<file path="src/rtl/bp_reg_pkg.sv">
`default_nettype none
// ============================================================
// bp_reg_pkg: shared BytePipe register-access definitions.
// Revision 1.0
// ============================================================
package bp_reg_pkg;

  localparam int BP_WRITE_BIT = 7;
  localparam int BP_ADDR_W    = 7;
  localparam int BP_DATA_W    = 8;

  typedef enum logic [2:0] {
    ST_IDLE      = 3'd0,
    ST_SEND_CMD  = 3'd1,
    ST_SEND_DATA = 3'd2,
    ST_WAIT_RSP  = 3'd3,
    ST_RSP       = 3'd4
  } bp_reg_state_e;

  function automatic logic [BP_DATA_W-1:0] bp_cmd_byte(input logic write,
                                                       input logic [BP_ADDR_W-1:0] addr);
    logic [BP_DATA_W-1:0] b;
    b               = {1'b0, addr};
    b[BP_WRITE_BIT] = write;
    return b;
  endfunction

endpackage
`default_nettype wire

</file>
<file path="src/rtl/bp_reg_initiator_satcnt.sv">
`default_nettype none
// ============================================================
// bp_reg_initiator_satcnt: clearable upcounter that sticks at all-ones.
// Revision 1.0
// ============================================================
module bp_reg_initiator_satcnt #(
  parameter int W = 8
) (
  input  logic         i_clk,
  input  logic         i_rst_n,
  input  logic         i_clr,
  input  logic         i_inc,
  output logic [W-1:0] o_count
);

  logic [W-1:0] r_count;

  always_ff @(posedge i_clk or negedge i_rst_n) begin
    if (!i_rst_n) begin
      r_count <= '0;
    end else if (i_clr) begin
      r_count <= '0;
    end else if (i_inc && (r_count != {W{1'b1}})) begin
      r_count <= r_count + 1'b1;
    end
  end

  assign o_count = r_count;

endmodule
`default_nettype wire

</file>
<file path="src/rtl/bp_reg_initiator.sv">
`default_nettype none
// ============================================================
// bp_reg_initiator: turns register read/write commands into BytePipe traffic.
// Revision 1.0
// ============================================================
module bp_reg_initiator
  import bp_reg_pkg::*;
#(
  parameter int TIMEOUT_EXP = 8,
  parameter int DROPCOUNT_W = 8
) (
  input  logic                   i_clk,
  input  logic                   i_rst_n,
  input  logic                   i_cg,
  input  logic                   i_cmd_valid,
  output logic                   o_cmd_ready,
  input  logic                   i_cmd_write,
  input  logic [BP_ADDR_W-1:0]   i_cmd_addr,
  input  logic [BP_DATA_W-1:0]   i_cmd_wdata,
  output logic                   o_rsp_valid,
  input  logic                   i_rsp_ready,
  output logic [BP_DATA_W-1:0]   o_rsp_rdata,
  output logic                   o_rsp_timeout,
  output logic [BP_DATA_W-1:0]   o_bp_data,
  output logic                   o_bp_valid,
  input  logic                   i_bp_ready,
  input  logic [BP_DATA_W-1:0]   i_bp_data,
  input  logic                   i_bp_valid,
  output logic                   o_bp_ready,
  output logic [DROPCOUNT_W-1:0] o_nDropped
);

  // The waiting cycle whose count equals this value is the (2**TIMEOUT_EXP-1)th one.
  localparam logic [TIMEOUT_EXP-1:0] C_TMO_LAST = TIMEOUT_EXP'((2 ** TIMEOUT_EXP) - 2);

  bp_reg_state_e          r_state;
  logic                   r_write;
  logic [BP_DATA_W-1:0]   r_wdata;
  logic                   r_cmd_ready;
  logic                   r_bp_valid;
  logic [BP_DATA_W-1:0]   r_bp_data;
  logic                   r_rsp_valid;
  logic [BP_DATA_W-1:0]   r_rsp_rdata;
  logic                   r_rsp_timeout;

  logic [TIMEOUT_EXP-1:0] w_tmo_count;
  logic                   w_tmo_clr;
  logic                   w_tmo_inc;
  logic                   w_tmo_expire;
  logic                   w_drop_inc;

  assign w_tmo_clr    = i_cg && (r_state == ST_SEND_CMD) && i_bp_ready && !r_write;
  assign w_tmo_inc    = i_cg && (r_state == ST_WAIT_RSP);
  assign w_tmo_expire = (w_tmo_count == C_TMO_LAST);
  assign w_drop_inc   = i_cg && i_bp_valid && (r_state != ST_WAIT_RSP);

  bp_reg_initiator_satcnt #(.W(TIMEOUT_EXP)) u_tmo_cnt (
    .i_clk   (i_clk),
    .i_rst_n (i_rst_n),
    .i_clr   (w_tmo_clr),
    .i_inc   (w_tmo_inc),
    .o_count (w_tmo_count)
  );

  bp_reg_initiator_satcnt #(.W(DROPCOUNT_W)) u_drop_cnt (
    .i_clk   (i_clk),
    .i_rst_n (i_rst_n),
    .i_clr   (1'b0),
    .i_inc   (w_drop_inc),
    .o_count (o_nDropped)
  );

  always_ff @(posedge i_clk or negedge i_rst_n) begin
    if (!i_rst_n) begin
      r_state       <= ST_IDLE;
      r_write       <= 1'b0;
      r_wdata       <= '0;
      r_cmd_ready   <= 1'b1;
      r_bp_valid    <= 1'b0;
      r_bp_data     <= '0;
      r_rsp_valid   <= 1'b0;
      r_rsp_rdata   <= '0;
      r_rsp_timeout <= 1'b0;
    end else if (i_cg) begin
      case (r_state)
        ST_IDLE: begin
          if (i_cmd_valid) begin
            r_write     <= i_cmd_write;
            r_wdata     <= i_cmd_wdata;
            r_cmd_ready <= 1'b0;
            r_bp_valid  <= 1'b1;
            r_bp_data   <= bp_cmd_byte(i_cmd_write, i_cmd_addr);
            r_state     <= ST_SEND_CMD;
          end
        end
        ST_SEND_CMD: begin
          if (i_bp_ready) begin
            if (r_write) begin
              r_bp_data <= r_wdata;
              r_state   <= ST_SEND_DATA;
            end else begin
              r_bp_valid <= 1'b0;
              r_bp_data  <= '0;
              r_state    <= ST_WAIT_RSP;
            end
          end
        end
        ST_SEND_DATA: begin
          if (i_bp_ready) begin
            r_bp_valid    <= 1'b0;
            r_bp_data     <= '0;
            r_rsp_valid   <= 1'b1;
            r_rsp_rdata   <= '0;
            r_rsp_timeout <= 1'b0;
            r_state       <= ST_RSP;
          end
        end
        ST_WAIT_RSP: begin
          // A byte landing on the expiry cycle takes priority over the timeout.
          if (i_bp_valid) begin
            r_rsp_valid   <= 1'b1;
            r_rsp_rdata   <= i_bp_data;
            r_rsp_timeout <= 1'b0;
            r_state       <= ST_RSP;
          end else if (w_tmo_expire) begin
            r_rsp_valid   <= 1'b1;
            r_rsp_rdata   <= '0;
            r_rsp_timeout <= 1'b1;
            r_state       <= ST_RSP;
          end
        end
        ST_RSP: begin
          if (i_rsp_ready) begin
            r_rsp_valid   <= 1'b0;
            r_rsp_rdata   <= '0;
            r_rsp_timeout <= 1'b0;
            r_cmd_ready   <= 1'b1;
            r_state       <= ST_IDLE;
          end
        end
        default: begin
          r_state <= ST_IDLE;
        end
      endcase
    end
  end

  assign o_cmd_ready   = r_cmd_ready;
  assign o_bp_valid    = r_bp_valid;
  assign o_bp_data     = r_bp_data;
  assign o_bp_ready    = 1'b1;
  assign o_rsp_valid   = r_rsp_valid;
  assign o_rsp_rdata   = r_rsp_rdata;
  assign o_rsp_timeout = r_rsp_timeout;

endmodule
`default_nettype wire

</file>
<file path="config.mk">
export PLATFORM = sky130hd
export DESIGN_NAME = bp_reg_initiator
export DESIGN_NICKNAME = d
export VERILOG_FILES = /design/src/rtl/bp_reg_pkg.sv /design/src/rtl/bp_reg_initiator_satcnt.sv /design/src/rtl/bp_reg_initiator.sv
export SDC_FILE = /design/constraint.sdc
export NUM_CORES = 1
export LEC_CHECK = 0
export ABC_AREA = 1
export BUFFER_PORTS_ARGS = -buffer_cell sky130_fd_sc_hd__buf_2
export CAP_MARGIN = 10
export CORE_ASPECT_RATIO = 1.2
export CORE_MARGIN = 2
export CORE_UTILIZATION = 54
export DETAILED_ROUTE_END_ITERATION = 8
export PLACE_DENSITY = 0.9
export SLEW_MARGIN = 20
export SYNTH_ARGS = -nofsm -noshare
export SYNTH_HDL_FRONTEND = slang
export SYNTH_SLANG_ARGS = --single-unit
</file>
<file path="constraint.sdc">
create_clock -name i_clk -period 1.6 [get_ports i_clk]
set_input_delay 0.48 -clock i_clk [delete_from_list [all_inputs] [get_ports i_clk]]
set_output_delay 0.48 -clock i_clk [all_outputs]
set_load 0.005 [all_outputs]
</file>
==> flow_metrics.py <==
metrics = {
    "sta": {
        "rsz0062_at_grt": "true",
        "layout_min_cycle_time_ns": 1.52,
        "final.setup_skew_ns": 0.00817,
        "maxSlewViolCount": 0,
        "period_share_pct": 94.9,
        "hold_viol_final": 0,
        "finalSetupViolCount": 0,
        "holdWs_ns": 0.136,
        "fmax_ghz": 0.659,
    },
    "placed_design": {
        "placedCellCount": 474,
        "gp_congestion": 0.889,
        "dp_hpwl_mm": 4.51,
        "io_buffers": 58,
    },
    "worst_setup_path": {
        "path_max_fanout": 6,
        "critPathRequiredTime_ns": 1.81,
        "critPathKind": "flip-flop to flip-flop",
        "cp.arrival_ns": 1.72,
        "cp-start-kind": "flip-flop",
        "crit_start": "u_tmo_cnt.o_count[1]$_DFFE_PN0P_",
        "crit_path_end_kind": "flip-flop",
        "reg2reg_from": "u_tmo_cnt.o_count[1]$_DFFE_PN0P_",
    },
    "die": {
        "die_y_um": 81.2,
        "start_util_pct": 55.0,
        "io_pins": 60,
        "core_mm2": 0.00487,
        "dieArea_mm2": 0.00554,
        "fp.dieW_um": 68.3,
        "rows": 28,
    },
    "detailed_routing": {
        "wire_per_inst_um": 12.7,
        "drc_errors": 0,
        "dr.first_iter.drc_count": 246,
        "wl_met2_mm": 3.26,
        "vias": 2513,
        "drt_wl_total_mm": 6.14,
        "wl_met1_mm": 2.52,
        "final_antenna_net_count": 0,
        "wl_met3_um": 286,
        "vias_per_cell": 5.18,
        "drt-pass1-iter-count": 4,
        "top_layer": "met4",
    },
    "synthesis": {
        "ys_types": 34,
        "synth-warning-count": 0,
        "synth.yosys.seq_area_share_pct": 44.9,
        "syn_avg_cell_area_um2": 7.59,
        "syn_nets": 387,
        "synth_cells": 353,
        "synth_ff_type": "dfrtp_1",
        "synthArstFlopShare_pct": 100,
        "synth_edf_count": 0,
        "synth_seq_cells": 48,
        "synth_area_mm2": 0.00268,
    },
    "final_layout": {
        "fill_cells": 396,
        "final_cell_mix": "140 x nand2_1, 58 x buf_2, 47 x nand3_1, 44 x dfrtp_1, 25 x nor2_1",
        "diodes": 0,
        "syn_to_final_growth_pct": 20.5,
        "fin_cells": 485,
        "drive_gt1_share_pct": 27.8,
        "nNetsFinal": 458,
        "fin_util_pct": 66.3,
        "final_common_cell": "nand2_1",
    },
    "global_routing": {
        "grt.total_usage_pct": 22.9,
        "grt_pass1_wl_mm": 9.80,
        "grt_pass1_vias": 2276,
        "grt_overflow": 0,
        "antenna_found_initial": 0,
        "grt_max_degree": 36,
    },
    "clocking": {
        "cts_buffers": 5,
        "clock_sinks": 48,
        "cts_root_buf": "clkbuf_8",
        "clk_path_buf_depth": 2,
        "h-tree-depth": 2,
        "cts_tree": "built",
        "clkTransAtPathRegs_ns": 0.08,
        "clk_latency_ns": 0.30,
    },
    "hold_path": {
        "min_path_type": "input port to async pin",
    },
    "power": {
        "switchingPower_mw": 2.21,
        "clockPowerShare_pct": 14.9,
        "seq_power_share_pct": 39.7,
        "ir_worst_vdd_mv": 1.05,
        "p_comb_share_pct": 45.4,
        "p_int_mw": 2.98,
        "switching_share_pct": 42.6,
        "powerDensity_mw_per_mm2": 1610,
        "cellLeakagePower_nw": 1.81,
    },
    "status": {
        "status": "finished clean",
    },
    "flow_run": {
        "maxCapViolCount": 0,
    },
}
logic make-up after synthesis:
group | count (synthesis) | share of synthesized area, %
flops | 48 | 44.9
xor+xnor | 9 | 2.94
fa+ha+maj | 3 | 1.40
other cells | 1 | 0.140
compound gates | 16 | 3.74
simple gates | 239 | 40.2
buf+inv | 37 | 6.73
what timing repair did:
item | 4_1_cts | 5_1_grt
hold buffers | 0 | 0
buffers inserted | 0 | 2
resized for setup | 0 | 10
endpoints found under the setup margin | 0 | 33
power by group through the flow:
stage,Sequential (mW),Clock (mW),Combinational (mW)
after detailed placement,2.05,0,2.22
after global placement,2.02,0,2.12
after floorplan,1.97,0,1.63
after global routing,2.11,0.829,2.66
final,2.06,0.775,2.35
after CTS,2.02,0.776,2.24
metal layers:
| metal | global-route usage (%) | up-vias |
|---|---|---|
| met5 | 0 | - |
| met4 | 6.00 | 0 |
| met3 | 4.99 | 7 |
| met2 | 39.7 | 85 |
| met1 | 28.6 | 1170 |
| li1 | - | 1251 |
stage by stage:
stage               setup WS (ns)  area (um2)  power, mW  TNS (ns)
floorplan                   0.234        2680       3.60         0
global placement            0.125        3070       4.14         0
detailed placement         0.0798        3070       4.26         0
CTS                        0.0585        3170       5.04         0
global route              -0.0437        3230       5.61    -0.145
finish                     0.0823        3230       5.19         0
final cells by class:
| class | instances | area, um2 | share of cell area [%] |
|---|---|---|---|
| Inverter | 29 | 111 | 3.45 |
| Multi-Input combinational cell | 269 | 1330 | 41.2 |
| Sequential cell | 48 | 1210 | 37.4 |
| Tap cell | 60 | 75.1 | 2.33 |
| Clock buffer | 8 | 100 | 3.10 |
| Timing Repair Buffer | 71 | 404 | 12.5 |
worst max-delay path, stage by stage, from the launching register on:
cell and delay, ns:
dfrtp_1 0.42, ha_2 0.25, inv_1 0.07, nor2_2 0.18
nand2_1 0.07, nand3_1 0.11, nand2_2 0.12, o21ai_0 0.21
cells in the mapped netlist, types with 2 or more instances:
library cell / number / area [um2]
o21ai_0: 5 / 25.0
nand2_1: 141 / 529
xnor2_1: 4 / 35.0
inv_1: 21 / 78.8
ha_1: 3 / 37.5
buf_6: 3 / 33.8
nand3_2: 2 / 20.0
buf_4: 4 / 30.0
nor2_1: 25 / 93.8
xor2_1: 5 / 43.8
nor2_4: 2 / 22.5
nor2_2: 4 / 25.0
nand3_1: 47 / 235
nand4_1: 2 / 12.5
o21ai_1: 2 / 10.0
dfrtp_1: 47 / 1180
a21oi_2: 2 / 17.5
a21oi_1: 2 / 10.0
inv_2: 7 / 26.3
nand2_2: 8 / 50.1
nand2_4: 4 / 45.0
worst paths after layout:
path                                                     endpoint  slack (ns)  cells after the start
worst max-delay path             u_tmo_cnt.o_count[0]$_DFFE_PN0P_        0.08                      7
worst min-delay path            u_drop_cnt.o_count[4]$_DFFE_PN0P_        0.14                      2
worst max register to register   u_tmo_cnt.o_count[0]$_DFFE_PN0P_        0.08                      7
worst min register to register         o_rsp_rdata[2]$_DFFE_PN0P_        0.47                      2
max in group asynchronous                 o_cmd_ready$_DFFE_PN1P_        1.22                      2
min in group i_clk                         r_wdata[6]$_DFFE_PN0P_        0.40                      3
state kept, by name, summed over array words and instances (netlist names):
| signal | count |
|---|---|
| o_cmd_ready | 1 |
| o_bp_valid | 1 |
| r_write | 1 |
| o_rsp_valid | 1 |
| r_wdata | 8 |
| u_tmo_cnt.o_count | 8 |
| o_bp_data | 8 |
| u_drop_cnt.o_count | 8 |
| o_rsp_timeout | 1 |
| o_rsp_rdata | 8 |
| r_state | 3 |
No activity file was read; power rests on OpenSTA's default activity.
